`config.mk`:
```
export PLATFORM = sky130hd
export DESIGN_NAME = conv_window_feeder
export DESIGN_NICKNAME = d
export VERILOG_FILES = /design/src/rtl/conv_window_feeder.sv
export SDC_FILE = /design/constraint.sdc
export NUM_CORES = 1
export LEC_CHECK = 0
export CAP_MARGIN = 25
export CORE_MARGIN = 1.5
export CORE_UTILIZATION = 53
export DETAILED_ROUTE_END_ITERATION = 6
export GPL_TIMING_DRIVEN = 0
export HOLD_SLACK_MARGIN = 0.02
export PLACE_DENSITY_LB_ADDON = 0.05
export SYNTH_ARGS = -nofsm -noshare
export SYNTH_HDL_FRONTEND = slang
export SYNTH_SLANG_ARGS = --single-unit
export TNS_END_PERCENT = 20
```
`constraint.sdc`:
```
create_clock -name clk -period 15.9 [get_ports clk]
set_clock_uncertainty 0.1 [all_clocks]
set_input_delay 4.77 -clock clk [delete_from_list [all_inputs] [get_ports clk]]
set_output_delay 4.77 -clock clk [all_outputs]
set_load 0.05 [all_outputs]
```
`src/rtl/conv_window_feeder.sv`:
```
// conv_window_feeder
//   Control side of a 3x3 convolution: fetches each 3x3 window of an IMG_W x
//   IMG_H image from an external pixel memory, presents the nine weight/pixel
//   taps to a MAC unit, collects the MAC sum and hands it downstream with its
//   output row/column. Windows are produced in raster order.
// Ports:
//   clk, rst                  clock, asynchronous active-high reset
//   start                     begin one frame (accepted in IDLE only)
//   kw_we/kw_addr/kw_data     kernel weight write port (IDLE only, index 0..8)
//   pix_addr/pix_data         pixel memory read; data returns one cycle later
//   en/kernel_weights/in_pix  tap presented to the MAC while a window is active
//   ind                       MAC consumed the current tap
//   done/out_pix              MAC result ready / MAC result
//   ack                       one-cycle acknowledge of the MAC result
//   res_valid/res_ready       result handshake; res_data/res_row/res_col payload
//   busy                      any state other than IDLE
//   frame_done                one-cycle pulse after the last result is accepted
//   err                       sticky: done seen in FEED, or ind outside FEED
module conv_window_feeder #(
  parameter int IMG_W  = 8,
  parameter int IMG_H  = 8,
  parameter int ADDR_W = 6
) (
  input  logic              clk,
  input  logic              rst,
  input  logic              start,
  input  logic              kw_we,
  input  logic [3:0]        kw_addr,
  input  logic [15:0]       kw_data,
  output logic [ADDR_W-1:0] pix_addr,
  input  logic [15:0]       pix_data,
  output logic              en,
  output logic [15:0]       kernel_weights,
  output logic [15:0]       in_pix,
  input  logic              ind,
  input  logic              done,
  input  logic [31:0]       out_pix,
  output logic              ack,
  output logic              res_valid,
  input  logic              res_ready,
  output logic [31:0]       res_data,
  output logic [7:0]        res_row,
  output logic [7:0]        res_col,
  output logic              busy,
  output logic              frame_done,
  output logic              err
);

  typedef enum logic [2:0] {IDLE, LOAD, FEED, WAIT, OUT} state_t;

  localparam logic [7:0] LAST_C = 8'(IMG_W - 3);
  localparam logic [7:0] LAST_R = 8'(IMG_H - 3);

  state_t            state_q, state_d;
  logic [15:0]       weight_q [9];
  logic [15:0]       weight_d [9];
  logic [15:0]       pix_buf_q [9];
  logic [15:0]       pix_buf_d [9];
  logic [3:0]        k_q, k_d;
  logic [3:0]        cnt_q, cnt_d;
  logic [7:0]        r_q, r_d, c_q, c_d;
  logic [ADDR_W-1:0] pix_addr_q, pix_addr_d;
  logic              en_q, en_d, ack_q, ack_d, res_valid_q, res_valid_d;
  logic [31:0]       res_data_q, res_data_d;
  logic [7:0]        res_row_q, res_row_d, res_col_q, res_col_d;
  logic              busy_q, busy_d, frame_done_q, frame_done_d, err_q, err_d;
  logic [15:0]       kernel_weights_q, kernel_weights_d, in_pix_q, in_pix_d;
  logic [7:0]        r_next, c_next;

  // Address of tap t = 3i+j of the window whose origin is (r,c).
  function automatic logic [ADDR_W-1:0] tap_addr(input logic [7:0] r,
                                                 input logic [7:0] c,
                                                 input logic [3:0] t);
    int unsigned row, col;
    row = 32'(r) + 32'(t) / 3;
    col = 32'(c) + 32'(t) % 3;
    tap_addr = ADDR_W'(row * IMG_W + col);
  endfunction

  always_comb begin
    state_d          = state_q;
    weight_d         = weight_q;
    pix_buf_d        = pix_buf_q;
    k_d              = k_q;
    cnt_d            = cnt_q;
    r_d              = r_q;
    c_d              = c_q;
    pix_addr_d       = pix_addr_q;
    en_d             = en_q;
    ack_d            = 1'b0;
    res_valid_d      = res_valid_q;
    res_data_d       = res_data_q;
    res_row_d        = res_row_q;
    res_col_d        = res_col_q;
    frame_done_d     = 1'b0;
    kernel_weights_d = kernel_weights_q;
    in_pix_d         = in_pix_q;
    err_d            = err_q | (done && state_q == FEED) | (ind && state_q != FEED);

    // Raster advance of the window origin.
    if (c_q == LAST_C) begin
      c_next = '0;
      r_next = r_q + 8'd1;
    end else begin
      c_next = c_q + 8'd1;
      r_next = r_q;
    end

    case (state_q)
      IDLE: begin
        if (kw_we && kw_addr < 4'd9) weight_d[kw_addr] = kw_data;
        if (start) begin
          r_d        = '0;
          c_d        = '0;
          cnt_d      = '0;
          pix_addr_d = tap_addr('0, '0, '0);
          state_d    = LOAD;
        end
      end
      LOAD: begin
        // cnt is the tap whose address is on pix_addr; the pixel returned this
        // cycle belongs to tap cnt-1.
        if (cnt_q != 4'd0) pix_buf_d[cnt_q - 4'd1] = pix_data;
        if (cnt_q < 4'd8) pix_addr_d = tap_addr(r_q, c_q, cnt_q + 4'd1);
        if (cnt_q == 4'd9) begin
          state_d          = FEED;
          en_d             = 1'b1;
          k_d              = '0;
          cnt_d            = '0;
          kernel_weights_d = weight_q[0];
          in_pix_d         = pix_buf_q[0];
        end else begin
          cnt_d = cnt_q + 4'd1;
        end
      end
      FEED: begin
        if (ind) begin
          if (k_q == 4'd8) begin
            state_d = WAIT;
            k_d     = '0;
          end else begin
            k_d              = k_q + 4'd1;
            kernel_weights_d = weight_q[k_q + 4'd1];
            in_pix_d         = pix_buf_q[k_q + 4'd1];
          end
        end
      end
      WAIT: begin
        if (done) begin
          res_data_d  = out_pix;
          res_row_d   = r_q;
          res_col_d   = c_q;
          ack_d       = 1'b1;
          en_d        = 1'b0;
          res_valid_d = 1'b1;
          state_d     = OUT;
        end
      end
      OUT: begin
        if (res_ready) begin
          res_valid_d = 1'b0;
          if (r_q == LAST_R && c_q == LAST_C) begin
            frame_done_d = 1'b1;
            state_d      = IDLE;
          end else begin
            r_d        = r_next;
            c_d        = c_next;
            cnt_d      = '0;
            pix_addr_d = tap_addr(r_next, c_next, '0);
            state_d    = LOAD;
          end
        end
      end
      default: state_d = IDLE;
    endcase

    busy_d = (state_d != IDLE);
  end

  always_ff @(posedge clk or posedge rst) begin
    if (rst) begin
      state_q          <= IDLE;
      weight_q         <= '{default: '0};
      pix_buf_q        <= '{default: '0};
      k_q              <= '0;
      cnt_q            <= '0;
      r_q              <= '0;
      c_q              <= '0;
      pix_addr_q       <= '0;
      en_q             <= 1'b0;
      ack_q            <= 1'b0;
      res_valid_q      <= 1'b0;
      res_data_q       <= '0;
      res_row_q        <= '0;
      res_col_q        <= '0;
      busy_q           <= 1'b0;
      frame_done_q     <= 1'b0;
      err_q            <= 1'b0;
      kernel_weights_q <= '0;
      in_pix_q         <= '0;
    end else begin
      state_q          <= state_d;
      weight_q         <= weight_d;
      pix_buf_q        <= pix_buf_d;
      k_q              <= k_d;
      cnt_q            <= cnt_d;
      r_q              <= r_d;
      c_q              <= c_d;
      pix_addr_q       <= pix_addr_d;
      en_q             <= en_d;
      ack_q            <= ack_d;
      res_valid_q      <= res_valid_d;
      res_data_q       <= res_data_d;
      res_row_q        <= res_row_d;
      res_col_q        <= res_col_d;
      busy_q           <= busy_d;
      frame_done_q     <= frame_done_d;
      err_q            <= err_d;
      kernel_weights_q <= kernel_weights_d;
      in_pix_q         <= in_pix_d;
    end
  end

  assign pix_addr       = pix_addr_q;
  assign en             = en_q;
  assign kernel_weights = kernel_weights_q;
  assign in_pix         = in_pix_q;
  assign ack            = ack_q;
  assign res_valid      = res_valid_q;
  assign res_data       = res_data_q;
  assign res_row        = res_row_q;
  assign res_col        = res_col_q;
  assign busy           = busy_q;
  assign frame_done     = frame_done_q;
  assign err            = err_q;

endmodule
```
## Yosys cells after proc, flatten, opt, wreduce, memory -nomap -nowiden

Index checks and enable logic that the tools add are counted.

- $add $sub $neg: 9
- Div/mod/pow operators: 2
- $lt $le $gt $ge: 7
- Eq/ne operators: 17
- Muxes and demuxes: 62
- Bitwise operators: 5
- Reductions and logical operators: 24

Operators by type and width:

| cell | count |
|---|---|
| bitwise mux 144 bit | 2 |
| 2-to-1 mux 16 bit | 12 |
| binary-select mux 16 bit (select 4 bit) | 2 |
| demux 16 bit (select 4 bit) | 2 |
| case mux 16 bit (2 select lines) | 2 |
| 2-to-1 mux 8 bit | 7 |
| divider 4 x 2 -> 32 bit (second input constant) | 1 |
| remainder unit 4 x 2 -> 32 bit (second input constant) | 1 |
| case mux 8 bit (2 select lines) | 2 |
| 2-to-1 mux 4 bit | 7 |
| 2-to-1 mux 6 bit | 4 |
| adder 6 bit | 3 |
| 2-to-1 mux 3 bit | 6 |
| case mux 6 bit (3 select lines) | 1 |
| adder 8 x 1 -> 8 bit (second input constant) | 2 |
| == test 8 x 3 -> 1 bit (second input constant) | 2 |
| inequality test 2 bit (second input constant) | 8 |
| greater-or-equal comparator 5 bit (second input constant) | 3 |
| inverter 4 -> 5 bit | 3 |
| case mux 3 bit (5 select lines) | 1 |
| case mux 4 bit (3 select lines) | 1 |
| AND reduction 4 bit | 3 |
| < comparator 5 x 1 -> 1 bit (second input constant) | 2 |
| 2-to-1 mux 1 bit | 10 |
| other kinds (20) | 39 |

- Register bits after elaboration: 407
- Bits of input ports: 75
- Output and inout port bits: 92
- Logic and storage cells: 161

## Logic depth before layout (Yosys ltp)

- Depth in word-level cells: 8
- Depth in mapped cells: 22
- Mapped depth without buffers: 21

## Least setup slack after synthesis

OpenSTA, ideal clock, no wires.

- Path type: input-to-reg
- From: in kw_addr[1]
- To: reg weight_q[0] (netlist bit)
- Setup time: 0.125 ns
- Arrival: 6.247 ns
- Data required time: 15.675 ns
- Slack: 9.428 ns
- Stages: 6
- Path buffers: 3
- Cells stage by stage: clkbuf_1 nor2_1 nand4bb_1 clkbuf_1 clkbuf_1 mux2_2

- Longest elaborated chain between the ends: 6

RTL lines:

| what | RTL line | RTL |
|---|---|---|
| from (decl) | 28 | `input logic [3:0] kw_addr,` |
| inverter 4 -> 5 bit (implied by the code) | 111 | `if (kw_we && kw_addr < 4'd9) weight_d[kw_addr] = kw_data;` |
| greater-or-equal comparator 5 bit (implied by the code) or < comparator 5 x 1 -> 1 bit (tied branches) | 111 |  |
| logical AND 1 bit (implied by the code) | 111 |  |
| 2-to-1 mux 16 bit (implied by the code) | 111 |  |
| demux 16 bit (select 4 bit) | 111 |  |
| bitwise mux 144 bit | 111 |  |
| to (signal assigned) | 203 | `weight_q <= weight_d;` |
| to (decl) | 55 | `logic [15:0] weight_q [9];` |

Several ways; a longest one is shown, not always the timed one.
A chain may end at the register's enable or synchronous reset.

## Worst setup path after layout

- From: in ind
- To: reg in_pix_q[14] (netlist: in_pix[14])

- Longest elaborated chain between the ends: 2

RTL lines:

| what | RTL line | RTL |
|---|---|---|
| from (decl) | 35 | `input logic ind,` |
| inequality test 2 bit (no source line) | -- |  |
| AND reduction 4 bit (no source line) | -- |  |
| to (signal assigned) | 220 | `in_pix_q <= in_pix_d;` |
| to (decl) | 67 | `logic [15:0] kernel_weights_q, kernel_weights_d, in_pix_q, in_pix_d;` |

Every way passes these cells.

==> impl_summary.md <==
Synth
The post-synthesis average cell area is 12.2 um2. After synthesis, flip-flops and latches occupy 52.9% of the total area. Yosys mapped a number of flops with a built-in enable equal to 0. After technology mapping, the gate count stands at 1573. By area the synthesized netlist is led by dfrtp_1 53%, mux2_2 17%, mux4_2 7.5%.

The area share of the largest cell type after synthesis is 52.9%. Synthesis instantiated 71 different standard cells from the library. When the netlist entered floorplanning its net count stood at 1683. Summed over all instances, the cell type with the most area after synthesis is dfrtp_1. The dominant register cell in the synthesized netlist is dfrtp_1. For this run, the number of Yosys warnings is 0.

The async set-or-reset flop fraction in the synthesized netlist is 100%. The mapped netlist covers 0.0192 mm2. In this run, synthesis produced a sequential element count of 407.

Routing
The total met3 wirelength after detailed routing is 2190 um. The total iterations of the first detailed-routing run is 7. In this run, the number of DRC markers left after iteration 0 of detailed routing was 688.

The aggregate routed wire length is 46400 um. The total vias in the final route is 13.0k. Once detail routing completed, the nets flagged for antenna violations numbered 0. The detailed router put a total of 21000 um of wire on met1. The top routing layer in use is met5. Detailed routing placed a total of 22600 um of wire on met2. The number of vias per cell after detailed routing is 5.70. The wire length per cell is 20.3 um.

In the routed design, unresolved DRC markers number 22.

Worst hold path
The worst hold path was traced through 2 stages. The class of the tightest hold or removal check is register to register. The path with the worst hold slack has its endpoint at res_data[5]. The startpoint identified for the worst hold timing path is res_data[5].

GRT
The first global-routing pass estimated 74700 um of wire. The total congestion overflow after global routing is 0. The number of global-route vias before repair is 13.3k. Entering global routing, the biggest net connects 43 pins. The number of antenna violations at the first check in global routing is 2. The all-layer global routing usage is 25.2%.

Floorplan
The full die area is 0.0375 mm2. The floorplan row count is 69. The core box area is 0.0357 mm2. The height of the chip is 194 um. The I/O pin count is 167. Once the floorplan was initialized, standard cells occupied 54.0% of the core. The die extent in x is 194 um.

Timing
The final number of setup-violating endpoints is 0. The tightest slew margin relative to the limit is 39.1%. Setup repair after global routing left no endpoint under its margin. The smallest clock period supported by the final layout is computed as 6.67 ns.

The post-route setup TNS is 0 ns. The worst hold margin is 0.372 ns. The slew at the pin closest to its max-slew limit is 0.914 ns. The final critical path takes up 42.0% of the cycle. Setup slack on the critical path of the routed design comes to 9.23 ns.

The number of hold violations in the final report is 0. Static timing analysis puts the maximum clock frequency at 150 MHz. The number of pins exceeding their max-slew limit in the final report was 0.

Placed design
The total half-perimeter wirelength after legalization and detailed placement is 32700 um. In this run the tool buffered the top-level ports with 164 buffer cells. Counting tap cells, the placed design contains a total of 2209 instances. The placer congestion estimate is 0.798.

The worst setup timing slack at the placement stage is 8.70 ns.

Layout
The net count of the finished layout is 1903. Counting the fill cells in the layout gives 2804. The count of placed standard cells in the final layout, fillers left out is 2286.

The post-route netlist has 27.3% of its cells at a drive strength greater than 1. The area overhead of the layout relative to synthesis is 19.7%.

Power
The fraction of power consumed by sequential logic is 34.5%. The post-layout total power is 0.00492 W. The clock group share of total power is 19.5%. The cell-internal power is 0.00306 W. The peak supply drop is 0.000149 V. In this run, the combinational gates consume 46.0% of the power. Dividing total power by cell area gives a power density of 213 mW/mm2. For this design the static power due to leakage is 10.2 nW. The switching power is 0.00186 W. The switching share of power is 37.8%.

Clocking
The clock root buffer master is clkbuf_16. The count of cells resized by post-cts repair is 0. CTS built an H-tree with a depth of 2. After clock tree synthesis, the clock-pin slew on the worst setup and hold paths is 0.06 ns. Post-CTS timing repair inserted 0 buffers for setup. The number of CTS-inserted buffers is 43.

The maximum count of clock buffers along a single path is 3. The number of buffers inserted by hold repair at cts is 0. The clock drives 407 sinks. At the later pin of the worst-skew pair, clock insertion delay measures 0.57 ns. TritonCTS built the clock tree.

Worst setup path
Along the worst path, the maximum fanout reaches 10. Data on the critical path is required at its endpoint by 16.27 ns. STA classifies the critical path endpoint as a register. The critical path is of the input pin to register type. The destination of the worst register-to-register timing path is pix_addr[5]. STA classifies the critical path startpoint as an input pin. The number of cells on the worst reg-to-reg path is 20. Tracing the worst setup path back leads to its startpoint at ind. The reg-to-reg setup timing slack is 9.90 ns. The startpoint of the most critical register-to-register path is cnt_q[1]. Data on the critical path arrives at its endpoint at 7.04 ns.

Status
The run finished, with violations left. The final reports fail on DRC.

Job
The max-cap violation count is 0.
==> area by class of cell <==
type | count | area, um2 | share of cell area [%]
antenna | 2 | 5.00 | 0.0217
buffer | 92 | 423 | 1.84
clock buffer | 62 | 1250 | 5.41
clock inverter | 13 | 105 | 0.456
inverter | 23 | 90.1 | 0.391
multi-input combinational | 1051 | 8550 | 37.1
sequential | 407 | 10200 | 44.2
tap | 461 | 577 | 2.50
timing repair buffer | 175 | 1860 | 8.08
==> power by group through the flow <==
stage	logic, W	registers (W)	clock network (W)
finish	0.00226	0.00169	0.000959
global route	0.00245	0.00175	0.00102
CTS	0.00228	0.00169	0.000976
detailed placement	0.00227	0.00171	0
global placement	0.00221	0.00169	0
floorplan	0.00139	0.00196	0
==> logic make-up after synthesis <==
group	synth area share, %
multiplexers	24.5
AND/OR/NAND/NOR	9.75
flip-flops	52.9
buffers and inverters	2.65
XOR/XNOR	1.24
adder cells (fa/ha/maj)	2.47
AO/OA/AOI/OAI	6.45
==> metrics by stage <==
step	util [%]	cell area, um2
after floorplan	-	19200
after global placement	60.2	21500
after detailed placement	60.8	21700
after CTS	64.6	23000
after global routing	64.6	23000
final	64.6	23000
==> cell usage in the layout, fill, tap and decap left out, drive strengths merged, types with 2 or more instances in the layout <==
cell           count
or3                2
nand4b             2
o21ai             97
a211oi             2
dfrtp            407
xnor2             17
nand4              4
inv               23
a21boi             2
and3               8
xor2               8
nand3             20
fa                 5
nor3              10
clkdlybuf4s50    164
ha                30
nor4b              3
nand2b             6
nand2            308
a21o               4
a22o               2
a21oi             85
nor3b              6
o31ai              9
nor2b              8
o22ai              2
clkbuf           106
o211ai             3
nand3b             6
mux4              64
nor2              29
clkinv            12
buf               59
diode              2
mux2             290
==> how the worst max path moves through the flow <==
stage                         to  slack (ns)
6_report              in_pix[14]        9.23
5_1_grt        kernel_weights[0]        9.11
4_1_cts                in_pix[9]        9.23
3_5_place_dp          in_pix[10]        8.70
3_3_place_gp       pix_buf_q[20]        2.85
2_1_floorplan                ack        5.55
==> state kept, by name, indices dropped and copies added, names as in the netlist <==
signal / count
busy: 1
cnt_q: 4
res_data: 32
res_valid: 1
c_q: 8
state_q: 3
r_q: 8
res_row: 8
k_q: 4
ack: 1
res_col: 8
err: 1
pix_buf_q: 144
weight_q: 144
in_pix: 16
pix_addr: 6
kernel_weights: 16
frame_done: 1
en: 1
==> Yosys cell counts (2+ instances only) <==
cell type and count:
a21o_1 4, a21oi_1 84, a22o_1 2, and3_1 8, buf_1 9, buf_2 32
buf_4 4, buf_6 3, clkbuf_1 44, dfrtp_1 407, fa_1 5, ha_1 30
inv_1 22, mux2_2 290, mux4_2 64, nand2_1 308, nand2b_1 5, nand3_1 19
nand3b_1 6, nand4_1 3, nand4b_1 2, nor2_1 27, nor2b_1 7, nor3_1 8
nor3b_2 4, nor3b_4 2, nor4b_2 2, o211ai_1 2, o21ai_0 80, o21ai_1 17
o22ai_1 2, o31ai_1 9, or3_1 2, xnor2_1 17, xor2_1 7
==> metal layers <==
layer  track usage [%]  up-vias
met2              41.3      289
li1                  -     5994
met5                 0        -
met4              5.42        2
met1              36.1     6709
met3              3.42       45
==> critical path, cell delays in order <==
cell and delay (ns):
clkdlybuf4s50_1 0.46, a21oi_1 0.32, nand3b_1 0.54, clkbuf_1 0.74, nand2_1 0.10, o21ai_0 0.10
(Power assumes the default switching activity.)
